## src/rtl/triangle_pkg.sv

```systemverilog
// Shared types for the triangle sweep tracker: FSM states, step classes and
// slope direction encodings.
package triangle_pkg;

  typedef enum logic [1:0] {
    IDLE,
    ACQ,
    RISING,
    FALLING
  } state_t;

  typedef enum logic [1:0] {
    STEP_UP,
    STEP_DOWN,
    STEP_HOLD,
    STEP_JUMP
  } step_t;

  localparam logic DIR_UP   = 1'b1;
  localparam logic DIR_DOWN = 1'b0;

endpackage

```

## src/rtl/triangle_step_cls.sv

```systemverilog
// Classifies one sample step against the previous sample. The compare is done
// one bit wider so that all-ones -> 0 and 0 -> all-ones never look like +/-1.
module triangle_step_cls
  import triangle_pkg::*;
#(
  parameter int unsigned SIZE_POW2 = 10
) (
  input  logic [SIZE_POW2-1:0] prev_i,
  input  logic [SIZE_POW2-1:0] val_i,
  output step_t                step_o
);

  localparam logic [SIZE_POW2:0] One = (SIZE_POW2 + 1)'(1);

  logic [SIZE_POW2:0] prev_w;
  logic [SIZE_POW2:0] val_w;

  always_comb begin
    prev_w = {1'b0, prev_i};
    val_w  = {1'b0, val_i};
    if (val_w == prev_w + One) begin
      step_o = STEP_UP;
    end else if (val_w + One == prev_w) begin
      step_o = STEP_DOWN;
    end else if (val_w == prev_w) begin
      step_o = STEP_HOLD;
    end else begin
      step_o = STEP_JUMP;
    end
  end

endmodule

```

## src/rtl/triangle_tracker.sv

```systemverilog
// Tracks a sampled triangle sweep: slope direction, peaks/troughs, half-period
// length between turning points, malformed steps and periodic lock.
module triangle_tracker
  import triangle_pkg::*;
#(
  parameter int unsigned SIZE_POW2 = 10,
  parameter int unsigned CNT_W     = 16
) (
  input  logic                 clk_i,
  input  logic                 rst_i,
  input  logic                 valid_i,
  input  logic [SIZE_POW2-1:0] val_i,
  output logic                 dir_o,
  output logic                 peak_o,
  output logic                 trough_o,
  output logic [SIZE_POW2-1:0] peak_val_o,
  output logic [SIZE_POW2-1:0] trough_val_o,
  output logic [CNT_W-1:0]     half_period_o,
  output logic                 err_o,
  output logic                 lock_o
);

  state_t               state_q;
  step_t                step;
  logic [SIZE_POW2-1:0] prev_q;
  logic [CNT_W-1:0]     cnt_q;
  logic [CNT_W-1:0]     cnt_inc;
  logic                 seg_qual_q;   // current segment began at a turning point
  logic                 last_qual_q;  // half_period_o holds a qualified length
  logic                 lock_match;

  triangle_step_cls #(
    .SIZE_POW2(SIZE_POW2)
  ) u_step_cls (
    .prev_i(prev_q),
    .val_i (val_i),
    .step_o(step)
  );

  always_comb begin
    cnt_inc    = (cnt_q == '1) ? cnt_q : cnt_q + CNT_W'(1);
    lock_match = seg_qual_q && last_qual_q && (half_period_o == cnt_q);
  end

  always_ff @(posedge clk_i or negedge rst_i) begin
    if (!rst_i) begin
      state_q       <= IDLE;
      prev_q        <= '0;
      cnt_q         <= '0;
      seg_qual_q    <= 1'b0;
      last_qual_q   <= 1'b0;
      dir_o         <= 1'b0;
      peak_o        <= 1'b0;
      trough_o      <= 1'b0;
      peak_val_o    <= '0;
      trough_val_o  <= '0;
      half_period_o <= '0;
      err_o         <= 1'b0;
      lock_o        <= 1'b0;
    end else begin
      peak_o   <= 1'b0;
      trough_o <= 1'b0;
      err_o    <= 1'b0;
      if (valid_i) begin
        prev_q <= val_i;
        unique case (state_q)
          IDLE: state_q <= ACQ;
          ACQ: begin
            if (step == STEP_UP || step == STEP_DOWN) begin
              state_q    <= (step == STEP_UP) ? RISING : FALLING;
              dir_o      <= (step == STEP_UP) ? DIR_UP : DIR_DOWN;
              cnt_q      <= CNT_W'(1);
              seg_qual_q <= 1'b0;
            end
          end
          RISING, FALLING: begin
            if ((state_q == RISING && step == STEP_UP) ||
                (state_q == FALLING && step == STEP_DOWN)) begin
              cnt_q <= cnt_inc;
            end else if (step == STEP_UP || step == STEP_DOWN) begin
              if (state_q == RISING) begin
                peak_o     <= 1'b1;
                peak_val_o <= prev_q;
                state_q    <= FALLING;
                dir_o      <= DIR_DOWN;
              end else begin
                trough_o     <= 1'b1;
                trough_val_o <= prev_q;
                state_q      <= RISING;
                dir_o        <= DIR_UP;
              end
              half_period_o <= cnt_q;
              last_qual_q   <= seg_qual_q;
              lock_o        <= lock_match;
              cnt_q         <= CNT_W'(1);
              seg_qual_q    <= 1'b1;
            end else begin
              err_o       <= 1'b1;
              lock_o      <= 1'b0;
              last_qual_q <= 1'b0;
              state_q     <= ACQ;
            end
          end
          default: state_q <= IDLE;
        endcase
      end
    end
  end

endmodule
```

## config.mk

```make
export PLATFORM = sky130hd
export DESIGN_NAME = triangle_tracker
export DESIGN_NICKNAME = d
export VERILOG_FILES = /design/src/rtl/triangle_pkg.sv /design/src/rtl/triangle_step_cls.sv /design/src/rtl/triangle_tracker.sv
export SDC_FILE = /design/constraint.sdc
export NUM_CORES = 1
export LEC_CHECK = 0
export ABC_AREA = 1
export BUFFER_PORTS_ARGS = -buffer_cell sky130_fd_sc_hd__clkbuf_2
export CAP_MARGIN = 20
export CORE_MARGIN = 10
export CORE_UTILIZATION = 53
export CTS_CLUSTER_SIZE = 25
export DETAILED_ROUTE_END_ITERATION = 8
export GPL_ROUTABILITY_DRIVEN = 0
export PLACE_DENSITY = 0.76
export SLEW_MARGIN = 20
export SYNTH_ARGS = -nofsm -noshare
export SYNTH_HDL_FRONTEND = slang
export SYNTH_SLANG_ARGS = --single-unit
export TNS_END_PERCENT = 100
```

## constraint.sdc

```tcl
create_clock -name clk_i -period 2.3 [get_ports clk_i]
set_input_delay 0.115 -clock clk_i [delete_from_list [all_inputs] [get_ports clk_i]]
set_output_delay 0.115 -clock clk_i [all_outputs]
set_load 0.05 [all_outputs]
```

==> flow_summary.ini <==
[outcome]
status = complete, no violations

[yosys]
synthSimpleGateAreaFrac_pct = 41.9
syn_area_um2 = 4560
synth_xor_area_share_pct = 5.57
mappedNetlistNets = 656
yosysSeqAreaShare_pct = 39.0
synth_cell_type_count = 35
yosysWarnings = 0
synth_commonest_cells = 237 x nand2_1, 71 x dfrtp_1, 55 x nor2_1
synth_flop_cell = dfrtp_1
synthAdderAreaFrac_pct = 0.823
synth_compound_area_share_pct = 3.24
synth.largest_area_cell = dfrtp_1
synth_edf_count = 0
syn-mean-instance-area_um2 = 7.13
synth_top_family_by_area = simple AND/OR/NAND/NOR gates
muxShareOfSynthArea_pct = 0.494
synth_top_area_share_pct = 39.0
async_flop_share_pct = 100
synth_cells = 640
synth_seq_cells = 71
synthTopCellsByArea = dfrtp_1 39%, nand2_1 20%, nand4_1 7.3%
synth.most_common_cell = nand2_1

[sta]
hold_violations = 0
slew_headroom_pct = 58.3
period_needed_ps = 2220
period_share_pct = 96.5
worstMarginPinSlew_ps = 624
drv_slew = 0
fmax_ghz = 0.450
finClkSkew_ps = 12.8
layout_setup_ws_ps = 79.6
setup_viol = 0

[placed_design]
dp_cells = 793
io_buffers = 53
dpl.hpwl_um = 8700
post-place-ws_ps = -6.65

[finish]
num_antenna_cells = 0
utilization_pct = 64.3
nFillCells = 706
layout.nets = 720
drive_above_1_share_pct = 21.2
area_delta_synth_final_pct = 17.0
layout.cells.non_filler = 814

[grt]
grt_pass1_vias = 4187
grt_pass1_wl_um = 19600
grt_max_degree = 58
gr-total-overflow = 0
antenna_found_initial = 0
grt_usage_pct = 18.1

[worst_setup_path]
cp_data_required_time_ps = 2570
endpoint = last_qual_q
critPathKind = flip-flop to flip-flop
cp-startpoint = prev_q[1]
start_kind = flip-flop
regToRegStartpoint = prev_q[1]
rr_worst_depth = 16
regToRegEndpoint = last_qual_q
worst-endpoint-arrival_ps = 2490
rrSetupSlack_ps = 80
cp-end-kind = flip-flop
worst-path-max-fanout = 17

[power_and_ir_drop]
p_total_mw = 2.79
p_leak_nw = 2.90
ir_drop_v = 0.000290
cellPowerDensity_nw_per_um2 = 524

[die]
fp.coreArea_um2 = 8300
rows = 33
dieArea_um2 = 12700
floorplan.initialDensity_pct = 55.0
ioPinCount = 54
dieHeight_um = 113
die_w_um = 113

[min_path]
min_path_type = primary input to flip-flop

[detailed_routing]
dr.pass1.iters = 7
first_iter_violations = 283
wl_per_cell_um = 14.6
vias = 4383
wl_um = 11900
drc = 0
routed_via_density = 5.38
drtAntennaViolNets = 0

[clocking]
h-tree-depth = 3
cts_tree = built
clock_path_buffers = 2
insertion_delay_ps = 350
root_buffer = clkbuf_8
clkTransAtPathRegs_ps = 90
cts_buffers = 9
cts_sinks = 71

[run]
maxCapViolCount = 0
cells in the final DEF, fill, tap and decap left out, types with 3 or more instances in the layout:
cell type	synthesis	layout
nand3_4	2	4
clkbuf_8	0	10
nor2_1	55	51
a21oi_1	11	11
buf_4	10	23
xnor2_1	15	15
clkbuf_2	0	52
o21ai_1	4	4
dfrtp_1	71	65
nand4_1	53	53
nand3_2	4	4
buf_6	3	3
dfrtp_2	0	6
nand3b_1	4	4
or2_2	3	3
nor3_1	3	3
inv_2	10	10
xor2_1	14	14
o21ai_0	11	11
nor2_4	4	5
nand2_1	237	237
nor2_2	4	7
nand3_1	33	32
inv_1	50	50
nand2_2	5	4
critical path: stages, from the launching register on:
cell and delay [ps]:
dfrtp_1 410, buf_6 140, inv_1 60, nand2_1 60, nand2_1 50, nor2_2 120
nand2_1 60, nor2_1 90, nand2_1 100, nor2_4 140, nand4_1 220, nand2_4 190
nand2_8 110, buf_12 170, nand2_2 80, nand2_1 60, o21ai_1 80
flip-flops by register name, summed over array words and instances, names as in the netlist, 2 cells and up:
register / flops
half_period_o: 16
peak_val_o: 10
cnt_q: 16
trough_val_o: 10
state_q: 2
prev_q: 10
how the worst min path moves through the flow:
| stage | from | to | slack [ps] | cells after the start |
|---|---|---|---|---|
| after global routing | val_i[0] | prev_q[0] | 80 | 3 |
| after global placement | rst_i | peak_val_o[0] | 50 | 1 |
| final | val_i[0] | prev_q[0] | 40 | 3 |
| after CTS | val_i[0] | prev_q[0] | 30 | 3 |
| after detailed placement | rst_i | peak_val_o[4] | 50 | 1 |
| after floorplan | rst_i | cnt_q[0] | -180 | 0 |
final cells by class:
class	instances	area, um^2	area share [%]
Inverter	62	233	4.36
Clock inverter	6	68.8	1.29
Timing Repair Buffer	82	522	9.78
Sequential cell	71	1780	33.4
Multi-Input combinational cell	478	2460	46.1
Tap cell	105	131	2.46
Clock buffer	10	138	2.58
kinds of logic (layout without fill, tap and decap cells):
family,Yosys count,after routing
and+or+nand+nor,415,416
buffers and inverters,92,160
DFF,71,71
xor gates and xnor gates,29,29
AOI/OAI and AO/OA,28,28
adders and majority gates,3,3
muxes,2,2
repair_timing:
item,CTS,global route
resized for setup,2,24
gates cloned,0,1
pin swaps,0,7
setup endpoints to repair,2,46
hold endpoints to repair,14,0
setup buffers,0,3
hold buffers,1,0
stage by stage:
| stage | instance area (um^2) | setup TNS, ps | hold WS [ps] |
|---|---|---|---|
| 2_1_floorplan | 4560 | 0 | -181 |
| 3_3_place_gp | 4980 | 0 | 46.0 |
| 3_5_place_dp | 4980 | -15.4 | 53.9 |
| 4_1_cts | 5200 | 0 | 32.2 |
| 5_1_grt | 5340 | -52.7 | 78.2 |
| 6_report | 5340 | 0 | 38.2 |
power breakdown:
part | internal [mW] | switching [mW] | total, mW
registers | 1.28 | 0.0489 | 1.33
clock network | 0.536 | 0.489 | 1.02
logic | 0.141 | 0.303 | 0.443
layer usage:
metal | routed length (um) | vias to the layer above | GRT usage [%] | share of wire, %
li1 | - | 2179 | - | -
met1 | 5160 | 2046 | 22.6 | 43
met2 | 5930 | 137 | 30.6 | 50
met3 | 586 | 21 | 2.85 | 4.9
met4 | 231 | 0 | 6.51 | 1.9
met5 | 0 | - | 0 | 0
No activity file was read; power rests on OpenSTA's default activity.
